File: src/rtl/shift_deserializer.sv
// Serial-in / parallel-out receiver, LSB first, with a single-entry valid/ready output register.
// Define SHIFT_DESER_PARITY_EN to append an even-parity bit to each frame and report dout_perr.
module shift_deserializer #(
    parameter int WIDTH = 4,
    parameter int CW    = $clog2(WIDTH + 1)
) (
    input  logic             clk,
    input  logic             resetn,
    input  logic             ena,
    input  logic             sin,
    input  logic             sof,
    output logic [WIDTH-1:0] dout,
    output logic             dout_valid,
    input  logic             dout_ready,
    output logic             overrun,
    input  logic             ovr_clr,
`ifdef SHIFT_DESER_PARITY_EN
    output logic             dout_perr,
`endif
    output logic [CW-1:0]    bit_cnt
);

`ifdef SHIFT_DESER_PARITY_EN
    localparam logic [CW-1:0] LAST = CW'(WIDTH);
`else
    localparam logic [CW-1:0] LAST = CW'(WIDTH - 1);
`endif

    logic [CW-1:0]    cnt_q, cnt_d;
    logic [WIDTH-1:0] dout_q, dout_d;
    logic             vld_q, vld_d;
    logic             ovr_q, ovr_d;
    logic [WIDTH-1:0] shifted;
    logic [WIDTH-1:0] word;
    logic             complete;
    logic             load;
    logic             drop;

`ifdef SHIFT_DESER_PARITY_EN
    logic [WIDTH-1:0] sreg_q, sreg_d;
    logic             perr_q, perr_d;

    always_comb begin
        shifted = {sin, sreg_q[WIDTH-1:1]};
        word    = sreg_q;
        sreg_d  = sreg_q;
        // The parity slot is sampled but never shifted into the data word.
        if (ena && (sof || cnt_q != LAST))
            sreg_d = shifted;
    end
`else
    // The oldest bit drops out on the completing shift, so WIDTH-1 bits of history suffice.
    logic [WIDTH-2:0] sreg_q, sreg_d;

    always_comb begin
        shifted = {sin, sreg_q};
        word    = shifted;
        sreg_d  = sreg_q;
        if (ena)
            sreg_d = shifted[WIDTH-1:1];
    end
`endif

    assign complete = ena && !sof && (cnt_q == LAST);
    assign load     = complete && (!vld_q || dout_ready);
    assign drop     = complete && vld_q && !dout_ready;

    always_comb begin
        cnt_d  = cnt_q;
        dout_d = dout_q;
        vld_d  = vld_q;
        ovr_d  = ovr_q;
        if (ena) begin
            if (sof)
                cnt_d = CW'(1);
            else if (cnt_q == LAST)
                cnt_d = '0;
            else
                cnt_d = cnt_q + CW'(1);
        end
        if (load) begin
            dout_d = word;
            vld_d  = 1'b1;
        end else if (vld_q && dout_ready) begin
            vld_d  = 1'b0;
        end
        if (drop)
            ovr_d = 1'b1;
        else if (ovr_clr)
            ovr_d = 1'b0;
    end

`ifdef SHIFT_DESER_PARITY_EN
    always_comb begin
        perr_d = perr_q;
        if (load)
            perr_d = (^sreg_q) ^ sin;
    end
`endif

    always_ff @(posedge clk) begin
        if (!resetn) begin
            sreg_q <= '0;
            cnt_q  <= '0;
            dout_q <= '0;
            vld_q  <= 1'b0;
            ovr_q  <= 1'b0;
`ifdef SHIFT_DESER_PARITY_EN
            perr_q <= 1'b0;
`endif
        end else begin
            sreg_q <= sreg_d;
            cnt_q  <= cnt_d;
            dout_q <= dout_d;
            vld_q  <= vld_d;
            ovr_q  <= ovr_d;
`ifdef SHIFT_DESER_PARITY_EN
            perr_q <= perr_d;
`endif
        end
    end

    assign dout       = dout_q;
    assign dout_valid = vld_q;
    assign overrun    = ovr_q;
    assign bit_cnt    = cnt_q;
`ifdef SHIFT_DESER_PARITY_EN
    assign dout_perr  = perr_q;
`endif

endmodule

File: config.mk
export PLATFORM = sky130hd
export DESIGN_NAME = shift_deserializer
export DESIGN_NICKNAME = d
export VERILOG_FILES = /design/src/rtl/shift_deserializer.sv
export SDC_FILE = /design/constraint.sdc
export NUM_CORES = 1
export LEC_CHECK = 0
export ABC_AREA = 1
export BUFFER_PORTS_ARGS = -buffer_cell sky130_fd_sc_hd__buf_2
export CORE_UTILIZATION = 29
export CTS_BUF_LIST = sky130_fd_sc_hd__clkbuf_2
export DETAILED_ROUTE_END_ITERATION = 7
export PLACE_DENSITY = 0.51
export SYNTH_ARGS = -nofsm -noshare
export SYNTH_HDL_FRONTEND = slang
export SYNTH_SLANG_ARGS = --single-unit
File: constraint.sdc
create_clock -name clk -period 1.4 [get_ports clk]
set_clock_uncertainty 0.1 [all_clocks]
set_input_delay 0.28 -clock clk [delete_from_list [all_inputs] [get_ports clk]]
set_output_delay 0.28 -clock clk [all_outputs]
set_load 0.01 [all_outputs]
==> qor.log <==
qor: power.share_of_power_burned_in_combinational_logic 10.4%
qor: global_route.grt_pass1_vias 409
qor: synth.yosysWarnings 0
qor: synth.synth.top_cells.by_area dfxtp_1 (43%), inv_1 (12%), nand2_1 (9.5%)
qor: clocking.buffer_depth_of_the_longest_clock_path 2
qor: clocking.postCtsHoldBufs 0
qor: synth.syn-instance-count 75
qor: timing.worstMarginPinSlew 0.288 ns
qor: placement.detailedPlacementHpwl 765 um
qor: clocking.cts.reportedPaths.clkPinSlew 0.11 ns
qor: setup_path.critical_path_rt 1.46 ns
qor: setup_path.critical_path_cell_count 6
qor: timing.setup_repair_after_global_routing_missed_its_margin no
qor: global_route.grt_antenna_before_repair 0
qor: timing.timing.fmax 783 MHz
qor: synth.synth-main-ff-cell dfxtp_1
qor: power.clock_power_share 28.0%
qor: finish.n_antenna_cell 0
qor: setup_path.path_buf_inv 0
qor: timing.maxSlewViolCount 0
qor: timing.final.period_utilization 91.2%
qor: setup_path.slowest_delay 0.39 ns
qor: setup_path.arrival 1.34 ns
qor: finish.layout.core_utilization 37.7%
qor: setup_path.critical_path.endpoint_type flop
qor: clocking.cts_buffers 3
qor: clocking.clk_latency 0.25 ns
qor: synth.synthDominantAreaCellType dfxtp_1
qor: drt.postRouteWirelength 983 um
qor: setup_path.worst_r2r_startpoint bit_cnt[0]
qor: clocking.h-tree-depth 1
qor: run.maxCapViolCount 0
qor: finish.multiInputGateArea 230 sq um
qor: drt.detailed_route_vias_per_instance 4.06
qor: clocking.cts_sinks 12
qor: timing.final.setup.tns 0 ns
qor: global_route.grt_first_pass_wirelength 1650 um
qor: synth.synth-edff-count 0
qor: setup_path.timing.rr.end dout[1]
qor: drt.detail_route.iter0.violations 6
qor: worst_hold_path.hold_class in -> reg
qor: power.max-vdd-ir-drop 0.373 mV
qor: die.die_width 45.8 um
qor: power.switchingPower 146 uW
qor: finish.area_delta_synth_final 19.8%
qor: setup_path.timing.critical_path.cells ha_1 -> nand2_1 -> nor2_4 -> nand3_1 -> nand2_1 -> nor2_1
qor: placement.routabilityCongestion 0.733
qor: timing.maxSlewHeadroom 80.7%
qor: die.design.portCount 16
qor: die.dieArea 2090 sq um
qor: die.die_h 45.8 um
qor: synth.synth_top_area_share 43.2%
qor: synth.yosys.cell_count.top_type inv_1
qor: synth.synth.net_count 83
qor: setup_path.timing_worst_setup_path_type reg -> reg
qor: power.switching_share 25.3%
qor: clocking.cts_tree yes
qor: power.power_per_cell_area 870 nW/um^2
qor: timing.hold-worst-slack 0.171 ns
qor: drt.routed-via-count 471
qor: power.leakagePower 0.000336 uW
qor: clocking.buffer_cell_driving_the_clock_tree_root clkbuf_2
qor: synth.asyncSetResetFlopFracSynth 0%
qor: global_route.gr-usage-all-layers 11.6%
qor: finish.finish.net_count 101
qor: finish.fillerInstances 229
qor: status.run_status finished clean
qor: synth.synthesis.area 556 sq um
qor: setup_path.crit_end dout[1]
qor: power.power.sequential.fraction 61.6%
qor: synth.avgSynthCellArea 7.41 sq um
qor: global_route.grt.overflow.total 0
qor: setup_path.reg2reg_slack 0.12 ns
qor: finish.layout.area.seq 240 sq um
qor: setup_path.timing.critical_path.from_type flop
qor: die.initial_core_util 31.5%
qor: synth.synth_seq_cells 12
qor: placement.buffer_ports.inserted 15
qor: setup_path.crit_path_frequent_cell nand2_1
qor: drt.drcViolationCount 0
qor: die.placeableCoreArea 1760 sq um
qor: drt.antenna_violating_nets_post_route 0
qor: setup_path.beginning_of_the_critical_path bit_cnt[0]
qor: finish.layout_cells_sized_above_1 25.3%
qor: drt.detail_route.first_pass.iterations 4
qor: drt.wl_per_cell 8.47 um
qor: timing.finalWorstPathRequiredPeriod 1.28 ns
qor: synth.netlist-cell-type-count 16
qor: clocking.post-cts-setup-buffers 0
qor: power.cell_internal_pwr 432 uW
qor: clocking.cts_resized 0
qor: setup_path.cp_slowest_cell dfxtp_1
qor: synth.synth_commonest_cells inv_1 (18), nand2_1 (14), dfxtp_1 (12)
qor: synth.seq_area_frac_synth 43.2%
qor: setup_path.path_delay_family simple AND/OR/NAND/NOR gates
qor: global_route.grt_start_max_net_pins 10
qor: timing.setup_viol 0
qor: die.core.rowCount 15
qor: timing.final-hold-violation-count 0
qor: setup_path.number_of_cells_on_the_worst_reg_to_reg_path 6
qor: setup_path.worst-path-max-fanout 5
## routing by layer
layer,global-route usage [%],up-vias,routed length (um)
met5,0,-,0
li1,-,259,-
met3,5.95,2,60
met1,13.3,198,469
met4,5.29,0,10
met2,17.7,12,442
## through the flow
stage,setup WS (ns),power [uW],instance area [sq um],cells
6_report,0.123,579,666,116
2_1_floorplan,0.193,406,556,75
3_5_place_dp,0.147,425,646,113
5_1_grt,0.00421,616,666,116
4_1_cts,0.0970,592,661,116
3_3_place_gp,0.193,424,646,113
## worst reg2reg max path: cells and delay by family, from the launching register on
kind          cells  cell delay, ns
flops             1            0.39
simple gates      5            0.53
fa+ha+maj         1            0.18
## area by class of cell
| cell class | instances | area share (%) |
|---|---|---|
| timing repair buffer | 15 | 11.3 |
| inverter | 19 | 11.1 |
| multi-input combinational | 42 | 34.6 |
| tap | 25 | 4.70 |
| clock buffer | 3 | 2.26 |
| sequential | 12 | 36.1 |
## cell families after synthesis
group	share of synthesized area, %
AO/OA/AOI/OAI	10.4
flip-flops	43.2
AND/OR/NAND/NOR	27.9
buffers and inverters	16.2
adder cells (fa/ha/maj)	2.25
## state kept, by name (all words and copies together) (netlist names)
name	cells
bit_cnt	3
dout	4
overrun	1
sreg_q	3
dout_valid	1
## cells in the final DEF (no fill, tap or decap)
cell,instances
o21ai_0,4
clkbuf_2,3
nand3_4,1
buf_2,15
dfxtp_1,12
ha_1,1
nand3_1,5
a21oi_1,6
inv_1,17
nand3b_1,1
nor2_4,1
nor2_8,1
inv_2,1
inv_4,1
nor2_1,7
o211ai_1,1
nand2_1,14
## worst min path at each step
stage / startpoint / to / slack (ns) / cells after the start
finish: ovr_clr / overrun / 0.17 / 4
CTS: ovr_clr / overrun / 0.16 / 4
detailed placement: bit_cnt[2] / bit_cnt[2] / 0.36 / 2
global placement: overrun / overrun / 0.35 / 2
global route: sin / sreg_q[2] / 0.16 / 3
floorplan: sin / sreg_q[2] / 0.33 / 2
## power groups by stage
stage	Sequential [uW]	Combinational (uW)	Clock (uW)
2_1_floorplan	366	40.2	0
5_1_grt	358	69.0	188
4_1_cts	357	60.5	174
3_5_place_dp	365	60.1	0
3_3_place_gp	364	60.2	0
6_report	357	60.2	162
(Power assumes the default switching activity.)
